<file path="src/rtl/idma_desc64_fetch_if.sv">
// Handshake bundle between the desc64 fetch stage, its register wrapper,
// the AXI read channels and the descriptor consumer.
interface idma_desc64_fetch_if #(
  parameter int unsigned AddrWidth = 64,
  parameter int unsigned DataWidth = 64,
  parameter int unsigned NumBeats  = 4
);
  logic [AddrWidth-1:0]          addr_i;
  logic                          addr_valid_i;
  logic                          addr_ready_o;
  logic [AddrWidth-1:0]          ar_addr_o;
  logic [7:0]                    ar_len_o;
  logic [2:0]                    ar_size_o;
  logic [1:0]                    ar_burst_o;
  logic                          ar_valid_o;
  logic                          ar_ready_i;
  logic [DataWidth-1:0]          r_data_i;
  logic [1:0]                    r_resp_i;
  logic                          r_last_i;
  logic                          r_valid_i;
  logic                          r_ready_o;
  logic [NumBeats*DataWidth-1:0] desc_o;
  logic                          desc_err_o;
  logic                          desc_valid_o;
  logic                          desc_ready_i;
  logic                          busy_o;

  modport slave (
    input  addr_i, addr_valid_i, ar_ready_i,
    input  r_data_i, r_resp_i, r_last_i, r_valid_i,
    input  desc_ready_i,
    output addr_ready_o, ar_addr_o, ar_len_o,
    output ar_size_o, ar_burst_o, ar_valid_o,
    output r_ready_o, desc_o, desc_err_o,
    output desc_valid_o, busy_o
  );

  modport master (
    output addr_i, addr_valid_i, ar_ready_i,
    output r_data_i, r_resp_i, r_last_i, r_valid_i,
    output desc_ready_i,
    input  addr_ready_o, ar_addr_o, ar_len_o,
    input  ar_size_o, ar_burst_o, ar_valid_o,
    input  r_ready_o, desc_o, desc_err_o,
    input  desc_valid_o, busy_o
  );
endinterface

</file>
<file path="src/rtl/idma_desc64_fetch.sv">
// Descriptor fetch stage: one 4-beat AXI read burst per descriptor
// address, assembled into a single descriptor word.
module idma_desc64_fetch #(
  parameter int unsigned AddrWidth = 64,
  parameter int unsigned DataWidth = 64,
  parameter int unsigned NumBeats  = 4
) (
  input logic                clk_i,
  input logic                rst_ni,
  idma_desc64_fetch_if.slave bus
);

  localparam int unsigned CntW = $clog2(NumBeats + 1);

  if (DataWidth != 64) begin : g_dw_chk
    $error("idma_desc64_fetch: DataWidth must be 64");
  end

  typedef enum logic [1:0] {
    IDLE,
    AR,
    R,
    OUT
  } state_e;

  state_e state_q, state_d;

  logic [AddrWidth-1:0]               addr_q;
  logic [CntW-1:0]                    cnt_q;
  logic [CntW-1:0]                    cnt_nxt;
  logic [NumBeats-1:0][DataWidth-1:0] buf_q;
  logic                               err_q;

  logic misaligned;
  logic addr_hs;
  logic r_hs;
  logic cnt_room;

  assign misaligned = bus.addr_i[2:0] != 3'b000;
  assign addr_hs    = (state_q == IDLE) && bus.addr_valid_i;
  assign r_hs       = (state_q == R) && bus.r_valid_i;
  assign cnt_room   = cnt_q < CntW'(NumBeats);
  assign cnt_nxt    = cnt_room ? cnt_q + CntW'(1) : cnt_q;

  always_ff @(posedge clk_i or negedge rst_ni) begin
    if (!rst_ni) begin
      state_q <= IDLE;
    end else begin
      state_q <= state_d;
    end
  end

  always_comb begin
    state_d = state_q;
    unique case (state_q)
      IDLE: begin
        if (bus.addr_valid_i) begin
          state_d = misaligned ? OUT : AR;
        end
      end
      AR: begin
        if (bus.ar_ready_i) begin
          state_d = R;
        end
      end
      R: begin
        if (bus.r_valid_i && bus.r_last_i) begin
          state_d = OUT;
        end
      end
      OUT: begin
        if (bus.desc_ready_i) begin
          state_d = IDLE;
        end
      end
      default: state_d = IDLE;
    endcase
  end

  always_comb begin
    bus.addr_ready_o = 1'b0;
    bus.ar_valid_o   = 1'b0;
    bus.r_ready_o    = 1'b0;
    bus.desc_valid_o = 1'b0;
    unique case (state_q)
      IDLE:    bus.addr_ready_o = 1'b1;
      AR:      bus.ar_valid_o   = 1'b1;
      R:       bus.r_ready_o    = 1'b1;
      OUT:     bus.desc_valid_o = 1'b1;
      default: ;
    endcase
  end

  // Beats past the buffer are drained but poison the descriptor.
  always_ff @(posedge clk_i or negedge rst_ni) begin
    if (!rst_ni) begin
      addr_q <= '0;
      cnt_q  <= '0;
      buf_q  <= '0;
      err_q  <= 1'b0;
    end else if (addr_hs) begin
      addr_q <= bus.addr_i;
      cnt_q  <= '0;
      buf_q  <= '0;
      err_q  <= misaligned;
    end else if (r_hs) begin
      cnt_q <= cnt_nxt;
      if (cnt_room) begin
        for (int k = 0; k < NumBeats; k++) begin
          if (cnt_q == CntW'(k)) begin
            buf_q[k] <= bus.r_data_i;
          end
        end
      end
      if (!cnt_room ||
          bus.r_resp_i != 2'b00 ||
          (bus.r_last_i &&
           cnt_nxt != CntW'(NumBeats))) begin
        err_q <= 1'b1;
      end
    end
  end

  assign bus.ar_addr_o  = addr_q;
  assign bus.ar_len_o   = 8'(NumBeats - 1);
  assign bus.ar_size_o  = 3'b011;
  assign bus.ar_burst_o = 2'b01;
  assign bus.desc_o     = buf_q;
  assign bus.desc_err_o = err_q;
  assign bus.busy_o     = state_q != IDLE;

endmodule

</file>
<file path="src/flat_wrapper.sv">
// flat-port wrapper written by rule: the top's interface ports become plain ports
module idma_desc64_fetch_flat 
#(
  parameter int unsigned AddrWidth = 64,
  parameter int unsigned DataWidth = 64,
  parameter int unsigned NumBeats  = 4
)
  (clk_i, rst_ni, bus_addr_i, bus_addr_valid_i, bus_ar_ready_i, bus_r_data_i, bus_r_resp_i, bus_r_last_i, bus_r_valid_i, bus_desc_ready_i, bus_addr_ready_o, bus_ar_addr_o, bus_ar_len_o, bus_ar_size_o, bus_ar_burst_o, bus_ar_valid_o, bus_r_ready_o, bus_desc_o, bus_desc_err_o, bus_desc_valid_o, bus_busy_o);
  idma_desc64_fetch_if #(.AddrWidth(AddrWidth), .DataWidth(DataWidth), .NumBeats(NumBeats)) bus_i ();
  input logic clk_i;
  input logic rst_ni;
  input wire logic [$bits(bus_i.addr_i)-1:0] bus_addr_i;
  input wire logic [$bits(bus_i.addr_valid_i)-1:0] bus_addr_valid_i;
  input wire logic [$bits(bus_i.ar_ready_i)-1:0] bus_ar_ready_i;
  input wire logic [$bits(bus_i.r_data_i)-1:0] bus_r_data_i;
  input wire logic [$bits(bus_i.r_resp_i)-1:0] bus_r_resp_i;
  input wire logic [$bits(bus_i.r_last_i)-1:0] bus_r_last_i;
  input wire logic [$bits(bus_i.r_valid_i)-1:0] bus_r_valid_i;
  input wire logic [$bits(bus_i.desc_ready_i)-1:0] bus_desc_ready_i;
  output wire logic [$bits(bus_i.addr_ready_o)-1:0] bus_addr_ready_o;
  output wire logic [$bits(bus_i.ar_addr_o)-1:0] bus_ar_addr_o;
  output wire logic [$bits(bus_i.ar_len_o)-1:0] bus_ar_len_o;
  output wire logic [$bits(bus_i.ar_size_o)-1:0] bus_ar_size_o;
  output wire logic [$bits(bus_i.ar_burst_o)-1:0] bus_ar_burst_o;
  output wire logic [$bits(bus_i.ar_valid_o)-1:0] bus_ar_valid_o;
  output wire logic [$bits(bus_i.r_ready_o)-1:0] bus_r_ready_o;
  output wire logic [$bits(bus_i.desc_o)-1:0] bus_desc_o;
  output wire logic [$bits(bus_i.desc_err_o)-1:0] bus_desc_err_o;
  output wire logic [$bits(bus_i.desc_valid_o)-1:0] bus_desc_valid_o;
  output wire logic [$bits(bus_i.busy_o)-1:0] bus_busy_o;
  assign bus_i.addr_i = bus_addr_i;
  assign bus_i.addr_valid_i = bus_addr_valid_i;
  assign bus_i.ar_ready_i = bus_ar_ready_i;
  assign bus_i.r_data_i = bus_r_data_i;
  assign bus_i.r_resp_i = bus_r_resp_i;
  assign bus_i.r_last_i = bus_r_last_i;
  assign bus_i.r_valid_i = bus_r_valid_i;
  assign bus_i.desc_ready_i = bus_desc_ready_i;
  assign bus_addr_ready_o = bus_i.addr_ready_o;
  assign bus_ar_addr_o = bus_i.ar_addr_o;
  assign bus_ar_len_o = bus_i.ar_len_o;
  assign bus_ar_size_o = bus_i.ar_size_o;
  assign bus_ar_burst_o = bus_i.ar_burst_o;
  assign bus_ar_valid_o = bus_i.ar_valid_o;
  assign bus_r_ready_o = bus_i.r_ready_o;
  assign bus_desc_o = bus_i.desc_o;
  assign bus_desc_err_o = bus_i.desc_err_o;
  assign bus_desc_valid_o = bus_i.desc_valid_o;
  assign bus_busy_o = bus_i.busy_o;
  idma_desc64_fetch #(.AddrWidth(AddrWidth), .DataWidth(DataWidth), .NumBeats(NumBeats)) u_core (.clk_i(clk_i), .rst_ni(rst_ni), .bus(bus_i));
endmodule
</file>
<file path="config.mk">
export PLATFORM = sky130hd
export DESIGN_NAME = idma_desc64_fetch_flat
export DESIGN_NICKNAME = d
export VERILOG_FILES = /design/src/rtl/idma_desc64_fetch_if.sv /design/src/rtl/idma_desc64_fetch.sv /design/src/flat_wrapper.sv
export SDC_FILE = /design/constraint.sdc
export NUM_CORES = 1
export LEC_CHECK = 0
export ABC_CLOCK_PERIOD_IN_PS = 2240
export CAP_MARGIN = 40
export CORE_AREA = 5 5 184 186
export CTS_CLUSTER_DIAMETER = 150
export CTS_CLUSTER_SIZE = 24
export DETAILED_ROUTE_END_ITERATION = 8
export DIE_AREA = 0 0 189 191
export MAX_ROUTING_LAYER = met4
export PLACE_DENSITY = 0.76
export REMOVE_ABC_BUFFERS = 1
export SETUP_SLACK_MARGIN = 0.2
export SLEW_MARGIN = 10
export SYNTH_ARGS = -nofsm -noshare
export SYNTH_HDL_FRONTEND = slang
export SYNTH_SLANG_ARGS = --single-unit
</file>
<file path="constraint.sdc">
create_clock -name clk_i -period 2.24 [get_ports clk_i]
set_clock_uncertainty 0.2 [all_clocks]
set_input_delay 0.224 -clock clk_i [delete_from_list [all_inputs] [get_ports clk_i]]
set_output_delay 0.224 -clock clk_i [all_outputs]
set_load 0.01 [all_outputs]
</file>
-- Word-level counts from Yosys, hierarchy flattened
Cells that the tools add are included.
- RAM bits: 0
- bits in registers: 326
- latch bits: 0
- bits in read-only memories: 0
- memories kept: 0
- word-level logic and storage cells: 69
- reduce and logical (&&, ||, !) cells: 25
- multiplexer cells: 23
- div/mod/pow operators: 0
- multipliers: 0
- shifts and indexed selects: 0
- $lt $le $gt $ge: 1
- bitwise gates (word level): 0
- equality and inequality tests: 11
- $add $sub $neg: 1
- operators by type and width (cell ; number):
    2-to-1 mux 256 bit ; 3
    2-to-1 mux 64 bit ; 4
    nonzero test 2 bit ; 9
    AND reduction 3 bit ; 4
    2-to-1 mux 2 bit ; 5
    2-to-1 mux 3 bit ; 3
    != test 2 bit, second input constant ; 4
    case mux 2 bit (4 select lines) ; 1
    2-to-1 mux 1 bit ; 7
    == test 3 x 2 -> 1 bit, second input constant ; 2
    == test 2 bit, second input constant ; 2
    logical AND 1 bit ; 4
    AND reduction 4 bit ; 1
    adder 3 x 1 -> 3 bit, second input constant ; 1
    == test 3 x 1 -> 1 bit, second input constant ; 1
    logical NOT 3 bit ; 1
    less-than comparator 3 bit, second input constant ; 1
    != test 3 bit, second input constant ; 1
    nonzero test 3 bit ; 1
    == test 2 x 1 -> 1 bit, second input constant ; 1
    logical NOT 2 bit ; 1
    logical OR 1 bit ; 2
    AND reduction 2 bit ; 1
    logical NOT 1 bit ; 1

-- Depth between registers and ports, before layout
Gate-level depths: netlist of run 1.
- depth after elaboration: 8
- depth in mapped cells: 8
- depth with buffers taken out: 5

-- Worst setup path before layout of run 1
Ideal clock, no wire load.
- path kind: reg2reg
- start: register u_core.state_q[0]
- end: register u_core.buf_q, in the netlist u_core.bus.desc_o[139]
- setup slack: 393 ps
- buffers on the path: 3
- clock period less this slack: 1847 ps
- setup time: 136 ps
- arrival time: 1510 ps
- stages on the path, launching flop included: 8
- data required time: 1904 ps
- path through: dfrtp_1 > inv_1 > ha_1 > and2_1 > buf_2 > buf_2 > clkbuf_1 > a21oi_1
- cells in the longest elaborated chain, start to end: 4
- elaborated cells on any way between the ends: 9
- those cells by class: 1 x eq/ne; 1 x mux; 7 x reduce/logical
- RTL lines (what ; RTL line ; source):
    start, declared ; idma_desc64_fetch.sv:26 ; state_e state_q, state_d;
    start signal, assigned ; idma_desc64_fetch.sv:49 ; state_q <= state_d;
    == test 2 bit / logical NOT 2 bit (equally long branches) ; idma_desc64_fetch.sv:41, idma_desc64_fetch.sv:40 ;
    logical AND 1 bit (on tied branches) ; idma_desc64_fetch.sv:41, idma_desc64_fetch.sv:40 ;
    nonzero test 2 bit (no line) ; -- ;
    AND reduction 3 bit (no line) ; -- ;
    end signal, assigned by index ; idma_desc64_fetch.sv:111 ; buf_q[k] <= bus.r_data_i;
    end, declared ; idma_desc64_fetch.sv:31 ; logic [NumBeats-1:0][DataWidth-1:0] buf_q;
Several ways; a longest one is shown, not always the timed one.
A chain may end at the register's enable or synchronous reset.

-- Worst setup path after layout of run 1
- start: register u_core.state_q[1]
- end: output bus_busy_o
- cells in the longest elaborated chain, start to end: 1
- RTL lines (what ; RTL line ; source):
    nonzero test 2 bit ; idma_desc64_fetch.sv:130 ; assign bus.busy_o = state_q != IDLE;
    end, declared ; flat_wrapper.sv:30 ; output wire logic [$bits(bus_i.busy_o)-1:0] bus_busy_o;
Every way passes these cells.

==> out/results.txt, run 1 <==
The number of I/O port buffers works out to 462. The run gives 0 as the total of max-cap violations. The simple-gate share of the synthesized area is 21.1%.

The run gives 65 as the maximum number of pins on one net before global-route repair. After synthesis the cells add up to 13400 um2. For the post-detailed-route DRC marker count, the log shows 0. CTS placed an instance of clkbuf_16 at the clock tree root. The run gives 0.876 as the placer's final routability congestion estimate.

Fmax: 499 MHz. Traced cell by cell, the critical path runs through buf_4 -> inv_4 -> ha_4 -> inv_1 -> dlygate4sd2_1. 476 I/O pins were placed.

Measured against its own limit, the worst slew margin works out to 64.4%. Leaving out fill and tap cells, the most frequent cell in the layout is nand2_1. The worst setup path is of the flip-flop to primary output kind. The clock edge transition at the registers on the reported setup and hold paths was 100 ps; the number of global-route vias before repair was 12300. TritonCTS built the clock tree. Before antenna repair, the detailed router went through 5 iterations.

The first global-routing pass estimated 68000 um of wire. The power density over the cells came out at 1290 nW/um2. The number of H-tree branching levels is 1.

Clock insertion delay at the later pin of the skew report: 500 ps. The run gives 2259 as the number of placed instances with taps included. CTS saw 326 sinks.

The flow ran to the end, and the final reports show no timing, DRC or antenna violations. The synthesized netlist contains 34 unique library cells. Of the post-synthesis cell area, the part taken by muxes is 0.159%. The synthesized netlist devotes 0.0655% of its cell area to XOR and XNOR gates.

The per-cell via count in the routed design is 5.16. Summing the sequential cell areas from Yosys gives 61.0% of the chip area. The worst path in the final design needs a cycle of 2000 ps, including I/O delays and setup. Sum of negative setup slack: 0 ps. Maximum net fanout on the critical path: 4.

In this run the vertical extent of the chip is 191 um. The path class of the tightest hold or removal check is input port to flip-flop. The top cell types in the final layout, fill and taps aside, are nand2_1, clkdlybuf4s50_1, dfrtp_1. The analysis attributes to cell leakage a power of 8.27 nW. Measured along the x axis, the die boundary spans 189 um. In the post-route analysis, the smallest setup slack over all paths is 237 ps.

The first routing iteration left 839 violations. Setup repair after global routing could not meet its margin everywhere. On the worst path, the slowest cell contributes a delay of 400 ps. For the pin with the worst max-slew slack, the measured transition is 535 ps. After synthesis the netlist holds a flip-flop and latch count of 326. The number of hold-slack violations in the final timing report was 0; the total routing resource utilization after global routing was 24.2%.

The Yosys step of the flow raised 0 warnings. The dominant combinational cell family by area after synthesis was simple AND/OR/NAND/NOR gates. The finished layout holds 2284 standard cells, fillers aside.

Clock tree synthesis inserted a total of 17 buffers. The final count of pins violating max slew was 0; the number of inserted diodes was 0. In this run the remaining antenna-violating nets after routing total 0. The gate count of the mapped netlist came out at 1453.

The highest-delay cell along the critical path is dfrtp_1. From synthesis to final layout, the design area changed by 41.8%. After detailed placement, the total cell area comes to 18500 um2.

Setup violations remaining at the end of the flow were counted as 0. The final critical path takes up 89.4% of the cycle. The die covers 36100 um2.

VDD sags by at most 0.755 mV. The worst setup slack after placement is 92.9 ps. The run gives 43700 um as the overall routed net length. The HPWL reported at the end of detailed placement was 31100 um.

The mean instance size in the synthesized netlist is 9.20 um2, and the total grt overflow is 0. Detailed routing inserted a total of 11800 vias. Row generation in the floorplan step produced 66 rows.

For this run, the post-layout net count is 2023. In this run the standard cell core region covers 32100 um2. Summing all non-filler instances in the final layout gives an area of 19000 um2. Number of antenna violations at the first check in global routing: 0.

Cells with a size suffix above 1 make up 6.29% of the layout. The startpoint class of the critical path was a flip-flop. Of the total synthesized cell area, the portion taken by full adders, half adders and majority gates is 0.842%.

Data on the critical path is required at its endpoint by 1820 ps. The worst setup path is captured at a primary output. Initial core utilization: 41.6%. The synthesized netlist devotes 11.2% of its cell area to compound gates. Dividing the detail-routed wire length by the instance count gives 19.1 um.

The clock tree buffer depth was 3; the critical path data arrival time was 1580 ps.
cell type report:
type / instances / area [um2]
clock inverters: 1 / 11.3
repair buffers: 509 / 5290
well taps: 408 / 510
multi-input cells: 1018 / 4550
inverters: 5 / 21.3
flip-flops and latches: 326 / 8160
fillers: 2707 / 13200
clock buffers: 17 / 425
worst max-delay path, delay by kind of cell (launching register included):
kind / cells / cell delay (ps)
flip-flops: 1 / 400
adder cells (fa/ha/maj): 1 / 150
buffers and inverters: 4 / 530
Yosys cell counts:
cell         n  area share [%]
buf_1        1           0.028
nand2_1    705              20
clkbuf_1    15            0.42
buf_8        6            0.67
a31oi_1      1           0.047
xnor2_1      1           0.066
and4b_2      3            0.25
and2_1       1           0.047
mux2_1       1           0.084
a21oi_2     37             2.4
nand2_2      1           0.047
nand3b_1     1           0.056
ha_1         9            0.84
a21o_2       1           0.066
or4_4        1           0.084
buf_4       18             1.0
o22ai_1      1           0.047
nand4bb_1    1           0.084
o211ai_2     1           0.094
nor2_1       6            0.17
inv_1        5            0.14
a21oi_1    220             8.2
a2111oi_4    1            0.21
buf_6       10            0.84
nor3_1       2           0.075
mux2i_1      1           0.075
nor2b_1      3            0.14
buf_2       65             2.4
nand4b_1     4            0.26
a2bb2oi_1    1           0.066
conb_1       2           0.056
and4b_1      1           0.075
dfrtp_1    326              61
nor4b_1      1           0.066
routing by layer:
metal  part of all wire, %  routed length (um)  vias to the layer above  GRT usage, %
met4                   4.8                2090                        0          10.2
met5                     0                   0                        -             -
met1                    38               16700                     5726          28.6
li1                      -                   -                     5403             -
met2                    48               21100                      543          39.6
met3                   8.8                3860                      107          6.25
cell families (layout without fill, tap and decap cells):
kind of cell	Yosys count	after routing
and+or+nand+nor	730	730
DFF	326	326
AOI/OAI and AO/OA	263	263
buffers and inverters	120	532
adders and majority gates	9	9
other	2	13
muxes	2	2
xor gates and xnor gates	1	1
sequential cells by signal, summed over array words and instances, names as in the netlist:
signal,count
u_core.cnt_q,3
u_core.bus.desc_err_o,1
u_core.bus.ar_addr_o,64
u_core.bus.desc_o,256
u_core.state_q,2
power by group:
part,switching (mW),leakage (nW),internal (mW)
Combinational,5.51,3.70,6.07
Sequential,1.43,4.36,8.25
Clock,1.88,0.216,1.38
what timing repair did:
item,CTS,global route
endpoints found under the hold margin,326,0
pin swaps,0,1
gates cloned,0,0
hold buffers,1,0
resized for setup,11,3
buffers inserted,2,4
endpoints found under the setup margin,28,10
worst paths after layout:
check	from	to	slack (ps)	cells after the start
worst max register to register	u_core.state_q[1]	u_core.state_q[1]	280	6
max in group asynchronous	rst_ni	u_core.bus.ar_addr_o[45]	1060	3
min in group asynchronous	rst_ni	u_core.bus.desc_o[216]	40	2
worst min-delay path	bus_addr_i[9]	u_core.bus.ar_addr_o[9]	30	3
worst max-delay path	u_core.state_q[1]	bus_busy_o	240	5
worst min register to register	u_core.bus.ar_addr_o[15]	u_core.bus.ar_addr_o[15]	280	2
per-stage QoR:
stage	utilization (%)	hold slack [ps]	total power [mW]
3_5_place_dp	57.4	-2.49	21.3
5_1_grt	59.0	8.02	26.1
2_1_floorplan	-	-272	13.8
4_1_cts	58.9	7.25	24.7
3_3_place_gp	57.4	-6.07	21.0
6_report	59.0	32.1	24.5
Note: power is estimated with default switching activity, not from simulation.
==> run 2: changes to the inputs <==
PLACE_DENSITY = 0.88   (was 0.76)
==> run 2 against run 1 <==
Global-route usage decreased by 0.48 points. Wire length decreased by 0.42%. Non-clock buffer count is 2 lower. Clock-buffer cell count unchanged. Final cell count about the same. Register-to-register slack got worse by 60 ps. Flip-flop and latch count stayed put. Critical path depth stayed put. Clock power barely moved. Via count is 2.1% higher. Critical endpoint unchanged.
==> out/results.txt, run 2 (synthesis results as in run 1) <==
The flow ran to the end, and the final reports show no timing, DRC or antenna violations. The maximum net fanout on the critical path was 5 (was 4). The overall routed net length was 43500 um (was 43700 um); the total grt overflow was 0 (unchanged).

The share of the clock period used by the worst path was 91.2% (was 89.4%); the die outline width was 189 um (unchanged). For the HPWL reported at the end of detailed placement, the log shows 30800 um (was 31100 um). Most frequent standard cell in the layout excluding fill and tap cells: nand2_1 (unchanged).

Clock tree buffer depth: 3 (unchanged). The logs give 476 (unchanged) for the number of top-level pins and 18900 um2 (was 19000 um2) for the cell area after layout. The logs give 2021 (was 2023) for the net count reported at finish and 23.7% (was 24.2%) for the total routing resource utilization after global routing.

The required time of the worst setup path was 1820 ps (about the same); the total of max-cap violations was 0 (unchanged). The number of I/O port buffers was 462 (unchanged); the number of buffers and inverters on the critical path was 4 (unchanged). Post-layout total power: 24.5 mW (about the same).

The kind of critical path is flip-flop to primary output (unchanged). The minimum period implied by the final worst setup slack is 2040 ps (was 2000 ps), and the final count of pins violating max slew is 0 (unchanged). Setup repair after global routing could not meet its margin everywhere. The sum of negative setup slack was 0 ps (unchanged); the largest vdd supply drop was 0.769 mV (was 0.755 mV).

The total CTS buffers came out at 17 (unchanged). The fraction of layout cells with a size suffix above 1 was 6.19% (was 6.29%). The first-pass GRT wire length was 67300 um (was 68000 um).

The logs give 18400 um2 (was 18500 um2) for the area after detailed placement and 32100 um2 (unchanged) for the core region area. The maximum number of pins on one net before global-route repair was 74 (was 65). Classification of the worst-slack hold path: input port to async pin (was input port to flip-flop). Flip-flop count of the largest register, all copies and words added: 256 (unchanged). The run gives 0 (unchanged) as the setup-violating endpoint count in the final report. The number of global-route vias before repair is 12400 (was 12300).

The number of sinks driven by the clock tree is 326 (unchanged), and the number of hold-slack violations in the final timing report is 0 (unchanged). For the overall die area, the log shows 36100 um2 (unchanged). The number of fill cells is 2487 (was 2707), and the post-detailed-route DRC marker count is 0 (unchanged). The number of H-tree branching levels is 1 (unchanged), and the signed area change from the synthesized netlist to the final layout is 41.5% (was 41.8%). The leakage power figure came out at 8.26 nW (was 8.27 nW). The number of iterations in the first detailed-routing pass was 5 (unchanged). TritonCTS built the clock tree. Sequence of cells on the critical path: buf_4 -> inv_2 -> ha_4 -> inv_1 -> dlygate4sd2_1 (was buf_4 -> inv_4 -> ha_4 -> inv_1 -> dlygate4sd2_1). Site row count: 66 (unchanged).

The run gives 1 (was 0) as the number of antenna violations at the first check in global routing. The startpoint class of the critical path was a flip-flop (unchanged). The power density over the cells was 1300 nW/um2 (was 1290 nW/um2). The critical path data arrival time came out at 1620 ps (was 1580 ps). The critical path's largest stage delay was 400 ps (about the same). Type of destination of the critical path: a primary output (unchanged).

The number of DRC markers in iteration 0 is 765 (was 839). The clock insertion delay at the later pin of the skew report was 500 ps (about the same); the clock edge transition at the registers on the reported setup and hold paths was 100 ps (about the same). The fmax was 489 MHz (was 499 MHz); the worst setup slack after layout was 197 ps (was 237 ps). The overall via count from detail_route is 12000 (was 11800).

The per-cell via count in the routed design came out at 5.27 (was 5.16). The post-detailed-route count of antenna-violating nets came out at 0 (unchanged). Most frequent cells in the layout: nand2_1, clkdlybuf4s50_1, dfrtp_1 (unchanged). The worst setup slack after placement came out at 52.1 ps (was 92.9 ps). The tools report the clock tree root driver cell as clkbuf_16 (unchanged). The overall die height is 191 um (unchanged). The critical path's top delay family is buffers and inverters (unchanged). The highest-delay cell along the critical path was dfrtp_1 (unchanged). The initial core utilization was 41.6% (unchanged). The placer's final routability congestion estimate was 0.893 (was 0.876); the wire length per cell after detailed routing was 19.1 um (about the same).
[run 2: cell count changes in the layout (fill, tap and decap cells not counted)]
cell	change
and4b_2	-1
and4b_4	+1
buf_12	-3
clkbuf_16	+1
diode_2	+1
inv_2	+1
inv_4	-1
[run 2: timing repair]
item,CTS,global route
gates resized for setup,11,4
pin swaps,0,1
setup endpoints to repair,32,32
hold buffers,1,0
endpoints found under the hold margin,326,0
setup buffers,3,3
[run 2: metal layers]
layer | GRT usage, % | up-vias | share of wire [%]
met5 | - | - | 0
li1 | - | 5399 | -
met3 | 4.44 | 116 | 8.4
met4 | 9.45 | 0 | 4.2
met2 | 41.2 | 658 | 51
met1 | 27.3 | 5852 | 37
[run 2: worst reg2reg max path, cell delays in order, from the launching register on]
cell and delay (ps):
dfrtp_1 400, buf_4 160, ha_4 180, buf_4 170
nand4b_1 130, clkbuf_16 360, nand2_1 160, a21oi_1 190
[run 2: power by group]
| group | total, mW | switching [mW] | internal, mW |
|---|---|---|---|
| sequential | 9.73 | 1.47 | 8.26 |
| clock | 3.23 | 1.85 | 1.38 |
| combinational | 11.6 | 5.52 | 6.03 |
[run 2: cell type report]
type                    instances  area, um2  area share [%]
flip-flops and latches        326       8160            43.1
diodes                          1       2.50          0.0132
repair buffers                507       5250            27.8
multi-input cells            1018       4550            24.0
clock buffers                  17        425            2.25
clock inverters                 1       11.3          0.0595
inverters                       5       18.8          0.0992
well taps                     408        510            2.70
[run 2: path summary, 6_finish.rpt]
path,slack (ps),end,cells after the start,start
worst min-delay path,20,u_core.bus.desc_o[48],2,rst_ni
max in group asynchronous,1000,u_core.bus.desc_o[106],3,rst_ni
worst max-delay path,200,bus_busy_o,5,u_core.state_q[1]
worst min register to register,280,u_core.bus.ar_addr_o[37],2,u_core.bus.ar_addr_o[37]
worst max register to register,220,u_core.bus.desc_o[216],7,u_core.state_q[1]
min in group clk_i,30,u_core.bus.ar_addr_o[23],3,bus_addr_i[23]
[run 2: through the flow]
| step | instances | util (%) | hold slack (ps) |
|---|---|---|---|
| after floorplan | 1349 | - | -272 |
| after global placement | 2257 | 57.3 | -16.5 |
| after detailed placement | 2257 | 57.3 | -16.3 |
| after CTS | 2279 | 58.8 | 8.35 |
| after global routing | 2283 | 58.9 | 20.6 |
| final | 2283 | 58.9 | 23.9 |
